$ cat src/rtl/comunicaciones_rx.sv
// 8N1 UART receiver with LF-terminated line assembly and response-string classification.
// byte_valid one cycle after the stop-bit sample, resp_valid two cycles after the LF byte; no backpressure.
module comunicaciones_rx #(
  parameter int BAUD   = 434,
  parameter int MAXLEN = 16
) (
  input  logic       clk,
  input  logic       rst,
  input  logic       rx,
  output logic [7:0] rx_data,
  output logic       byte_valid,
  output logic       frame_err,
  output logic [2:0] resp_code,
  output logic       resp_valid,
  output logic       busy
);

  localparam int CW = $clog2(BAUD);
  localparam int LW = $clog2(MAXLEN + 1);
  localparam logic [CW-1:0] HALF_LD = CW'(BAUD / 2 - 1);
  localparam logic [CW-1:0] FULL_LD = CW'(BAUD - 1);
  localparam logic [LW-1:0] LEN_MAX = LW'(MAXLEN);

  // Table strings are left-aligned so character i always sits at bits [55-8i -: 8].
  localparam logic [55:0] S_OK    = {"OK", 40'd0};
  localparam logic [55:0] S_ERROR = {"ERROR", 16'd0};
  localparam logic [55:0] S_READY = {"ready", 16'd0};
  localparam logic [55:0] S_SEND  = "SEND OK";
  localparam logic [55:0] S_FAIL  = {"FAIL", 24'd0};

  typedef enum logic [2:0] {IDLE, START, DATA, STOP, BRK} state_t;

  state_t              state, state_n;
  logic                rx_m, rxs;
  logic [CW-1:0]       cnt;
  logic [2:0]          bit_idx;
  logic [7:0]          shreg;
  logic                ld_half, ld_full, shift_en, byte_done, ferr;
  logic [MAXLEN*8-1:0] line_buf;
  logic [LW-1:0]       len;
  logic                ovf, match_pend;
  logic [2:0]          code;

  function automatic logic str_eq(input logic [55:0] s, input int n,
                                  input logic [LW-1:0] l, input logic [MAXLEN*8-1:0] b);
    logic r;
    r = (int'(l) == n);
    for (int i = 0; i < 7; i++)
      if (i < n && b[8*i +: 8] != s[55-8*i -: 8]) r = 1'b0;
    return r;
  endfunction

  always_ff @(posedge clk or negedge rst) begin
    if (!rst) begin
      rx_m <= 1'b1;
      rxs  <= 1'b1;
    end else begin
      rx_m <= rx;
      rxs  <= rx_m;
    end
  end

  always_comb begin
    state_n   = state;
    ld_half   = 1'b0;
    ld_full   = 1'b0;
    shift_en  = 1'b0;
    byte_done = 1'b0;
    ferr      = 1'b0;
    case (state)
      IDLE:  if (!rxs) begin state_n = START; ld_half = 1'b1; end
      START: if (cnt == '0) begin
               if (rxs) state_n = IDLE;
               else begin state_n = DATA; ld_full = 1'b1; end
             end
      DATA:  if (cnt == '0) begin
               shift_en = 1'b1;
               ld_full  = 1'b1;
               if (bit_idx == 3'd7) state_n = STOP;
             end
      STOP:  if (cnt == '0) begin
               if (rxs) begin byte_done = 1'b1; state_n = IDLE; end
               else begin ferr = 1'b1; state_n = BRK; end
             end
      BRK:   if (rxs) state_n = IDLE;
      default: state_n = IDLE;
    endcase
  end

  always_ff @(posedge clk or negedge rst) begin
    if (!rst) begin
      state      <= IDLE;
      cnt        <= '0;
      bit_idx    <= '0;
      shreg      <= '0;
      rx_data    <= '0;
      byte_valid <= 1'b0;
      frame_err  <= 1'b0;
    end else begin
      state      <= state_n;
      byte_valid <= byte_done;
      frame_err  <= ferr;
      if (ld_half)         cnt <= HALF_LD;
      else if (ld_full)    cnt <= FULL_LD;
      else if (cnt != '0)  cnt <= cnt - 1'b1;
      if (state != DATA)   bit_idx <= '0;
      else if (shift_en)   bit_idx <= bit_idx + 1'b1;
      if (shift_en)        shreg   <= {rxs, shreg[7:1]};
      if (byte_done)       rx_data <= shreg;
    end
  end

  assign busy = (state != IDLE);

  // Any overflowed line is unmatched regardless of what was stored.
  always_comb begin
    code = 3'd7;
    if (!ovf) begin
      if (str_eq(S_OK, 2, len, line_buf))         code = 3'd1;
      else if (str_eq(S_ERROR, 5, len, line_buf)) code = 3'd2;
      else if (str_eq(S_READY, 5, len, line_buf)) code = 3'd3;
      else if (str_eq(S_SEND, 7, len, line_buf))  code = 3'd4;
      else if (str_eq(S_FAIL, 4, len, line_buf))  code = 3'd5;
    end
  end

  always_ff @(posedge clk or negedge rst) begin
    if (!rst) begin
      line_buf   <= '0;
      len        <= '0;
      ovf        <= 1'b0;
      match_pend <= 1'b0;
      resp_code  <= 3'd0;
      resp_valid <= 1'b0;
    end else begin
      resp_valid <= match_pend;
      match_pend <= 1'b0;
      if (match_pend) begin
        resp_code <= code;
        len       <= '0;
        ovf       <= 1'b0;
      end else if (frame_err) begin
        len <= '0;
        ovf <= 1'b0;
      end else if (byte_valid) begin
        if (rx_data == 8'h0A) begin
          match_pend <= (len != '0) || ovf;
        end else if (rx_data != 8'h0D) begin
          if (len < LEN_MAX) begin
            line_buf[8*len +: 8] <= rx_data;
            len                  <= len + 1'b1;
          end else begin
            ovf <= 1'b1;
          end
        end
      end
    end
  end

endmodule

$ cat config.mk
export PLATFORM = sky130hd
export DESIGN_NAME = comunicaciones_rx
export DESIGN_NICKNAME = d
export VERILOG_FILES = /design/src/rtl/comunicaciones_rx.sv
export SDC_FILE = /design/constraint.sdc
export NUM_CORES = 1
export LEC_CHECK = 0
export BUFFER_PORTS_ARGS = -buffer_cell sky130_fd_sc_hd__buf_4
export CORE_MARGIN = 5
export CORE_UTILIZATION = 50
export DETAILED_ROUTE_END_ITERATION = 16
export PLACE_DENSITY = 0.67
export SLEW_MARGIN = 20
export SYNTH_ARGS = -nofsm -noshare
export SYNTH_HDL_FRONTEND = slang
export SYNTH_SLANG_ARGS = --single-unit
$ cat constraint.sdc
create_clock -name clk -period 4 [get_ports clk]
set_input_delay 0.8 -clock clk [delete_from_list [all_inputs] [get_ports clk]]
set_output_delay 0.8 -clock clk [all_outputs]
set_load 0.02 [all_outputs]
# After elaboration in Yosys (flattened, before gate mapping)
# Index checks and enable logic that the tools add are counted.
# W data, S select, Z words.
classes:
  mux: 85
  n_addsub: 4
  n_shift: 2
  magnitude_cmp: 1
  eq_ne: 43
  n_bitwise: 3
  n_reduce_logical: 15
ops:
  columns: ["cell", "count"]
  rows:
  - ["$ne A8 B7 Y1 const B", 22]
  - ["$bwmux W128", 1]
  - ["$shift A8 B34 Y128 const A", 1]
  - ["$shiftx A8 B34 Y128", 1]
  - ["$mux W1", 57]
  - ["$mux W3", 13]
  - ["$neg A8 Y34", 1]
  - ["$mux W5", 6]
  - ["$mux W9", 3]
  - ["$eq A5 B4 Y1 const B", 3]
  - ["$pmux W3 S5", 1]
  - ["$reduce_bool A3 Y1", 5]
  - ["$ne A2 B2 Y1 const B", 6]
  - ["$reduce_and A6 Y1", 2]
  - ["$logic_not A9 Y1", 1]
  - ["$reduce_bool A9 Y1", 1]
  - ["$sub A9 B1 Y9 const B", 1]
  - ["$eq A8 B4 Y1 const B", 1]
  - ["$ne A8 B4 Y1 const B", 1]
  - ["$ne A8 B6 Y1 const B", 1]
  - ["$reduce_and A4 Y1", 2]
  - ["$eq A3 B2 Y1 const B", 2]
  - ["$eq A3 B3 Y1 const B", 2]
  - ["$mux W2", 3]
  - ["13 further kinds", 16]
word_totals:
  out_inout_bits: 15
  input_bits: 3
  register_bits: 174

# Depth between registers and ports, before layout
# Gate-level depths: netlist (run 1).
depth:
  ltp_word: 26
  mapped_depth: 11
  depth_no_buf: 9

# Worst setup path after synthesis (run 1)
# Ideal clock, no wire load.
synth_timing:
  path_kind: "reg2reg"
  start: "reg cnt[0]"
  end: "reg rx_data[0]"
  path_buffers: 2
  stages_incl_launch_ff: 10
  t_arrival_ns: 2.670
  slack_ns: 1.205
  path_cell_list: "dfrtp_1 inv_1 ha_1 or3b_1 buf_2 or4_4 buf_6 or4_4 nor2_8 mux2_2"
synth_between:
  elab_chain_len: 3
synth_lines:
  columns: ["element", "line_no", "rtl"]
  rows:
  - ["start, declared", "35", "logic [CW-1:0] cnt;"]
  - ["start signal, assigned", "105", "else if (cnt != '0) cnt <= cnt - 1'b1;"]
  - ["$logic_not A9 Y1", "81", "STOP: if (cnt == '0) begin"]
  - ["$mux W1", "81", null]
  - ["$mux W1", "70", "case (state)"]
  - ["net byte_done", "38", "logic ld_half, ld_full, shift_en, byte_done, ferr;"]
  - ["end signal, assigned", "109", "if (byte_done) rx_data <= shreg;"]
  - ["end, declared", "10", "output logic [7:0] rx_data,"]
# The timed path passes the listed nets, and every way through them passes these cells.
# A chain may end at the register's enable or synchronous reset.

# Worst setup path after layout (run 1)
layout_timing:
  start: "reg len[0]"
  end: "reg line_buf[4]"
layout_between:
  elab_chain_len: 3
  elab_cells_between_ends: 6
layout_lines:
  columns: ["element", "line_no", "rtl"]
  rows:
  - ["start, declared", "40", "logic [LW-1:0] len;"]
  - ["start signal, assigned", "151", "len <= len + 1'b1;"]
  - ["$neg A8 Y34", "150", "line_buf[8*len +: 8] <= rx_data;"]
  - ["$shiftx A8 B34 Y128 or $shift A8 B34 Y128 (tied branches)", "150", null]
  - ["$bwmux W128", "150", null]
  - ["end signal, assigned by index", "150", null]
  - ["end, declared", "39", "logic [MAXLEN*8-1:0] line_buf;"]
# Several ways; a longest one is shown, not always the timed one.

==> results.sh, run 1 <==
export IMPL_yosys_top_cells_count="dfrtp_1, mux2_2, nand2_1, nor2_1, inv_1"
export IMPL_cts_max_level=3
export IMPL_floorplan_rows=36
export IMPL_ys_top_cells_by_area="dfrtp_1, mux2_2, mux2i_1"
export IMPL_clock_path_buffers=2
export IMPL_hp_class="reg2reg"
export IMPL_cpPeakStageDelay_ns=0.62
export IMPL_fin_setup_tns_ns=0
export IMPL_slew_headroom_pct=51.5
export IMPL_first_pass_iters=4
export IMPL_layout_min_cycle_time_ns=3.17
export IMPL_synth_edf_count=0
export IMPL_synth_flop_cell="dfrtp_1"
export IMPL_required_ns=4.26
export IMPL_syn_inst=424
export IMPL_clk_pin_slew_ns=0.10
export IMPL_hold_buffers=0
export IMPL_comb_power_share_pct=1.4
export IMPL_gp_congestion=0.914
export IMPL_root_buffer="clkbuf_8"
export IMPL_p_total_w=0.00178
export IMPL_fmax_mhz=316
export IMPL_fillerInstances=850
export IMPL_multi_input_area_sq_um=2240
export IMPL_vdd_drop_max_v=0.000211
export IMPL_ant_nets=0
export IMPL_fin_ws_ns=0.831
export IMPL_rsz0062_at_grt="no"
export IMPL_coreArea_sq_um=9680
export IMPL_cp_slowest_cell="dfrtp_1"
export IMPL_cp_max_fo=16
export IMPL_ys_seq_area_share_pct=51.9
export IMPL_postSynth_asyncResetShare_pct=100
export IMPL_fin_nets=456
export IMPL_cts_tree="done"
export IMPL_synth_top_area_cell="dfrtp_1"
export IMPL_post_drt_wl_per_cell_um=19.1
export IMPL_die_area_sq_um=11900
export IMPL_finalWirelength_um=11100
export IMPL_clock_sinks=102
export IMPL_numCtsBuffers=9
export IMPL_synthToLayoutAreaGrowth_pct=10.4
export IMPL_p_seq_share_pct=58.1
export IMPL_status="finished clean"
export IMPL_worst_setup_path_start_kind="flop"
export IMPL_drt_iter0_drc=105
export IMPL_vias_per_cell=5.77
export IMPL_regArea_sq_um=2550
export IMPL_ys_warn_count=0
export IMPL_slew_viol_final=0
export IMPL_tightest_slew_ns=0.724
export IMPL_grt_max_degree=39
export IMPL_dp_hpwl_um=8110
export IMPL_switching_share_pct=21.6
export IMPL_grt_pass1_wl_um=19100
export IMPL_post_synth_top_area_fraction_pct=50.9
export IMPL_setup_viol=0
export IMPL_drive_above_1_share_pct=28.0
export IMPL_finalHoldViolCount=0
export IMPL_layout_worst_path_cycle_share_pct=79.2
export IMPL_crit_type="reg2reg"
export IMPL_port_buffers=17
export IMPL_postCtsSetupRepairBufs=0
export IMPL_overflow=0
export IMPL_initial_utilization_pct=50.8
export IMPL_ys_ff_latch=102
export IMPL_yosysMostFrequentCell="dfrtp_1"
export IMPL_cts_resized_gates=0
export IMPL_clock_power_share_pct=40.5
export IMPL_clock_skew_ns=0.00931
export IMPL_switchingPower_w=0.000383
export IMPL_end_kind="flop"
export IMPL_antennaDiodeCount=0
export IMPL_synthesis_nets=435
export IMPL_hold_slack_ns=0.362
export IMPL_num_vias=3361
export IMPL_timing_max_cap_violations=0
export IMPL_ff2ff_setup_slack_ns=0.83
export IMPL_worstSkewPairLatency_ns=0.37
export IMPL_ys_types=58
export IMPL_grt_use_total_pct=21.0
export IMPL_ios=18
export IMPL_syn_area_sq_um=4920
export IMPL_post_place_ws_ns=0.879
export IMPL_drcViolationCount=0
export IMPL_path_common_cell="ha_1"
export IMPL_p_leak_nw=2.55
export IMPL_grt_pass1_vias=3586
export IMPL_die_w_um=109
export IMPL_power_density_nw_per_um2=327
export IMPL_dieHeight_um=109
export IMPL_p_int_w=0.00139
export IMPL_avgSynthCellArea_sq_um=11.6
export IMPL_antenna_found_initial=0
export IMPL_worstPathArrival_ns=3.43
export IMPL_path_cells="inv_1, ha_1, nand2b_1, nor2_1, ha_1, nor4b_1, nand2_1, nor3_2, mux2_2"
## metal layers
| metal | vias to the layer above | track usage [%] | share of wire (%) |
|---|---|---|---|
| met4 | 0 | 7.48 | 2.9 |
| met5 | - | 0 | 0 |
| met1 | 1694 | 28.0 | 44 |
| li1 | 1573 | - | - |
| met3 | 24 | 4.09 | 4.0 |
| met2 | 70 | 34.3 | 49 |
## state kept, by name (all words and copies together) (netlist names)
name        cells
byte_valid      1
resp_valid      1
rxs             1
match_pend      1
len             5
line_buf       56
shreg           8
frame_err       1
resp_code       3
rx_m            1
bit_idx         3
ovf             1
cnt             9
state           3
rx_data         8
## power groups by stage
stage	Clock (W)	Sequential (W)	Combinational, W
3_3_place_gp	0	0.00105	0.0000258
3_5_place_dp	0	0.00105	0.0000261
2_1_floorplan	0	0.00105	0.00000213
6_report	0.000720	0.00103	0.0000243
5_1_grt	0.000790	0.00103	0.0000300
4_1_cts	0.000741	0.00103	0.0000263
## final cells by class
type,count,share of cell area (%)
Tap cell,133,3.06
Sequential cell,102,47.0
Timing Repair Buffer,25,3.45
Multi-Input combinational cell,289,41.1
Inverter,18,1.24
Clock inverter,6,1.73
Clock buffer,10,2.35
## final timing paths
| kind | start | to | depth (start not counted) |
|---|---|---|---|
| hold / removal | rx_m$_DFF_PN1_ | rxs$_DFF_PN1_ | 0 |
| setup / recovery | len[0]$_DFFE_PN0P_ | line_buf[4]$_DFFE_PN0P_ | 9 |
| setup reg to reg | len[0]$_DFFE_PN0P_ | line_buf[4]$_DFFE_PN0P_ | 9 |
| max in group asynchronous | rst | line_buf[23]$_DFFE_PN0P_ | 2 |
| min in group asynchronous | rst | byte_valid$_DFF_PN0_ | 1 |
| hold reg to reg | rx_m$_DFF_PN1_ | rxs$_DFF_PN1_ | 0 |
## cell usage in the layout (no fill, tap or decap), types with 3 or more instances in the layout
master and n:
a21oi_1 12, nand2b_1 6, nor2_1 27, nor4_1 6, nor4b_1 4, mux2i_1 13, nand2_1 27, mux2_2 64
or4bb_1 3, or4b_2 5, nand4b_1 5, nor2b_1 6, nor3_1 8, nor3b_1 5, o21ai_0 7, inv_1 18
or3_1 4, nand3_1 9, nand4_1 9, buf_4 25, ha_1 8, or2_2 3, and2_1 8, clkbuf_8 9
dfrtp_1 100, xnor2_1 6, and3_1 8
## per-stage QoR
stage               instance area, sq um  util [%]  instances
global route                        5430      56.1        583
floorplan                           4920         -        424
detailed placement                  5210      53.8        567
finish                              5430      56.1        583
CTS                                 5430      56.1        583
global placement                    5210      53.8        567
## cells by family (layout without fill, tap and decap cells)
| kind of cell | Yosys count | count (layout) | synth area share, % |
|---|---|---|---|
| AOI/OAI and AO/OA | 36 | 36 | 5.03 |
| buffers and inverters | 33 | 59 | 2.77 |
| adders and majority gates | 8 | 8 | 2.03 |
| xor gates and xnor gates | 7 | 7 | 1.25 |
| and+or+nand+nor | 161 | 161 | 19.7 |
| muxes | 77 | 77 | 17.3 |
| DFF | 102 | 102 | 51.9 |
## worst max-delay path: cells and delay by family, from the launching register on
family                     cells  cell delay (ns)
adders and majority gates      2             0.66
buffers and inverters          1             0.26
DFF                            1             0.62
muxes                          1             0.41
and+or+nand+nor                5             1.12
No activity file was read; power rests on OpenSTA's default activity.
==> run 2: changes to the inputs <==
--- a/config.mk
+++ b/config.mk
@@ -5,11 +5,12 @@
 export SDC_FILE = /design/constraint.sdc
 export NUM_CORES = 1
 export LEC_CHECK = 0
+export ABC_AREA = 1
 export BUFFER_PORTS_ARGS = -buffer_cell sky130_fd_sc_hd__buf_4
 export CORE_MARGIN = 5
 export CORE_UTILIZATION = 50
 export DETAILED_ROUTE_END_ITERATION = 16
-export PLACE_DENSITY = 0.67
+export PLACE_DENSITY = 0.66
 export SLEW_MARGIN = 20
 export SYNTH_ARGS = -nofsm -noshare
 export SYNTH_HDL_FRONTEND = slang
==> constraint.sdc (replaced) <==
create_clock -name clk -period 3.1 [get_ports clk]
set_input_delay 0.62 -clock clk [delete_from_list [all_inputs] [get_ports clk]]
set_output_delay 0.62 -clock clk [all_outputs]
set_load 0.02 [all_outputs]
==> run 2 against run 1 <==
  * Hold slack got worse by 0.070 ns
  * Die area increased by 14%
  * Largest cell class is now multi-input gates
  * Worst setup slack got worse by 0.38 ns
  * Combinational power increased by 26%
  * Maximum frequency grew 20%
  * Core utilization fell by 0.70 points
  * Sequential share of layout area fell by 6.1 points
  * Highest routed layer unchanged
  * Flip-flop and latch count stayed put
  * Via count up 47%
  * Clock power increased by 61%
  * Non-clock buffer count decreased by 2
==> results.sh, run 2 <==
export IMPL_utilization_pct=55.4
export IMPL_die_w_um=117
export IMPL_first_pass_iters=5
export IMPL_cp_startpoint="len[1]$_DFFE_PN0P_"
export IMPL_clock_path_buffers=2
export IMPL_slew_headroom_pct=48.3
export IMPL_ys_types=32
export IMPL_critPathBufInv=2
export IMPL_layout_worst_path_cycle_share_pct=85.3
export IMPL_dp_cells=932
export IMPL_grt_use_total_pct=21.7
export IMPL_floorplan_rows=39
export IMPL_clock_skew_ns=0.00792
export IMPL_power_density_nw_per_um2=404
export IMPL_clk_pin_slew_ns=0.07
export IMPL_cts_max_level=3
export IMPL_ios=18
export IMPL_synth_top_family_by_area="simple AND/OR/NAND/NOR gates"
export IMPL_syn_inst=786
export IMPL_synth_simple_gate_area_share_pct=38.3
export IMPL_rr_worst_depth=10
export IMPL_crit_end="line_buf[25]$_DFFE_PN0P_"
export IMPL_path_cells="inv_1, ha_1, nand2_1, nor2_1, ha_1, inv_1, nor2_8, nand3_2, nand2_1, nand2_1"
export IMPL_tightest_slew_ns=0.775
export IMPL_required_ns=3.34
export IMPL_grt_pass1_wl_um=23100
export IMPL_cpPeakStageDelay_ns=0.53
export IMPL_use_met1_pct=30.7
export IMPL_yosysMostFrequentCell="nand2_1"
export IMPL_ys_warn_count=0
export IMPL_finalWirelength_um=13500
export IMPL_fin_nets=811
export IMPL_ys_ff_latch=102
export IMPL_vias_per_cell=5.20
export IMPL_cts_tree="done"
export IMPL_fin_setup_tns_ns=0
export IMPL_layout_commonest_cell="nand2_1"
export IMPL_ys_top_cells_by_area="dfrtp_1, nand2_1, inv_1"
export IMPL_regArea_sq_um=2550
export IMPL_synthMuxAreaShare_pct=0
export IMPL_synthesis_nets=797
export IMPL_post_drt_wl_per_cell_um=14.3
export IMPL_layout_common_cells="nand2_1, inv_1, dfrtp_1, nor2_1, nand4_1"
export IMPL_port_buffers=17
export IMPL_path_common_cell="nand2_1"
export IMPL_status="finished clean"
export IMPL_use_met2_pct=33.9
export IMPL_ys_seq_area_share_pct=44.8
export IMPL_gp_congestion=0.906
export IMPL_regMostFlops="line_buf"
export IMPL_largest_register_ffs=56
export IMPL_initial_utilization_pct=50.6
export IMPL_synth_top_area_cell="dfrtp_1"
export IMPL_synth_flop_cell="dfrtp_1"
export IMPL_synthToLayoutAreaGrowth_pct=9.59
export IMPL_fillerInstances=1093
export IMPL_antenna_found_initial=0
export IMPL_slew_viol_final=0
export IMPL_yosys_top_cells_count="nand2_1, inv_1, dfrtp_1, nor2_1, nand4_1"
export IMPL_crit_type="reg2reg"
export IMPL_coreArea_sq_um=11300
export IMPL_timing_max_cap_violations=0
export IMPL_multi_input_area_sq_um=2590
export IMPL_hp_class="in2async"
export IMPL_synth_compound_area_share_pct=4.24
export IMPL_p_total_w=0.00252
export IMPL_rsz0062_at_grt="no"
export IMPL_grt_max_degree=54
export IMPL_root_buffer="clkbuf_16"
export IMPL_syn_area_sq_um=5700
export IMPL_setup_viol=0
export IMPL_end_kind="flop"
export IMPL_crit_family="simple AND/OR/NAND/NOR gates"
export IMPL_p_leak_nw=3.26
export IMPL_clock_sinks=102
export IMPL_fmax_mhz=378
export IMPL_grtUsageMet3_pct=3.21
export IMPL_layout_min_cycle_time_ns=2.65
export IMPL_worstPathArrival_ns=2.89
export IMPL_cp_slowest_cell="nor2_8"
export IMPL_layout_cells_non_filler=948
export IMPL_die_area_sq_um=13600
export IMPL_drive_above_1_share_pct=8.70
export IMPL_synthXorXnorAreaFrac_pct=1.10
export IMPL_avgSynthCellArea_sq_um=7.25
export IMPL_synth_edf_count=0
export IMPL_grt_pass1_vias=4666
export IMPL_dieHeight_um=117
export IMPL_top_usage_layer="met2"
export IMPL_overflow=0
export IMPL_ff2ff_setup_slack_ns=0.45
export IMPL_dp_hpwl_um=10100
export IMPL_top_regs="line_buf x56, cnt x9"
export IMPL_worst_setup_path_start_kind="flop"
export IMPL_hold_buffers=0
export IMPL_antennaDiodeCount=0
export IMPL_worstSkewPairLatency_ns=0.35
export IMPL_cts_resized_gates=0
export IMPL_vdd_drop_max_v=0.000267
export IMPL_drcViolationCount=0
export IMPL_ant_nets=0
export IMPL_r2r_start="len[1]$_DFFE_PN0P_"
export IMPL_numCtsBuffers=9
export IMPL_finalHoldViolCount=0
export IMPL_cp_max_fo=47
export IMPL_postSynth_asyncResetShare_pct=100
export IMPL_num_vias=4929
export IMPL_synth_adder_area_share_pct=1.76
export IMPL_post_synth_top_area_fraction_pct=43.9
export IMPL_hold_slack_ns=0.292
export IMPL_cp_depth=10
export IMPL_postCtsSetupRepairBufs=0
export IMPL_r2r_end="line_buf[25]$_DFFE_PN0P_"
export IMPL_drt_iter0_drc=380
[run 2: logic make-up (layout without fill, tap and decap cells)]
group           Yosys count  after routing
xor+xnor                  5              5
flops                   102            102
simple gates            490            490
fa+ha+maj                 8              8
buf+inv                 136            155
compound gates           45             45
[run 2: power breakdown]
part	leakage [nW]	internal [W]	switching [W]
registers	1.40	0.00133	0.00000160
clock network	0.144	0.000636	0.000524
logic	1.72	0.00000438	0.0000261
total	3.26	0.00197	0.000551
[run 2: metal layers]
metal / routed length [um] / part of all wire [%] / vias to the layer above
li1: - / - / 2525
met1: 6500 / 48 / 2267
met2: 6210 / 46 / 119
met3: 569 / 4.2 / 18
met4: 257 / 1.9 / 0
met5: 0 / 0 / -
[run 2: layout make-up]
class | instances | share of cell area [%]
clock inverter | 7 | 1.26
tap | 143 | 2.86
timing repair buffer | 23 | 2.96
sequential | 102 | 40.9
clock buffer | 9 | 3.61
inverter | 116 | 6.97
multi-input combinational | 548 | 41.4
[run 2: through the flow]
step | instance area [sq um] | setup slack, ns
4_1_cts | 6250 | 0.470
3_3_place_gp | 5940 | 0.604
2_1_floorplan | 5700 | 0.543
6_report | 6250 | 0.454
5_1_grt | 6250 | 0.203
3_5_place_dp | 5940 | 0.487
[run 2: worst min-delay path by stage]
stage / start / to / cells after the start / slack (ns)
2_1_floorplan: rst / bit_idx[0]$_DFFE_PN0P_ / 0 / 0.32
3_3_place_gp: rx_m$_DFF_PN1_ / rxs$_DFF_PN1_ / 0 / 0.35
3_5_place_dp: rx_m$_DFF_PN1_ / rxs$_DFF_PN1_ / 0 / 0.35
4_1_cts: rst / line_buf[5]$_DFFE_PN0P_ / 1 / 0.32
5_1_grt: rst / line_buf[5]$_DFFE_PN0P_ / 1 / 0.34
6_report: rst / line_buf[5]$_DFFE_PN0P_ / 1 / 0.29
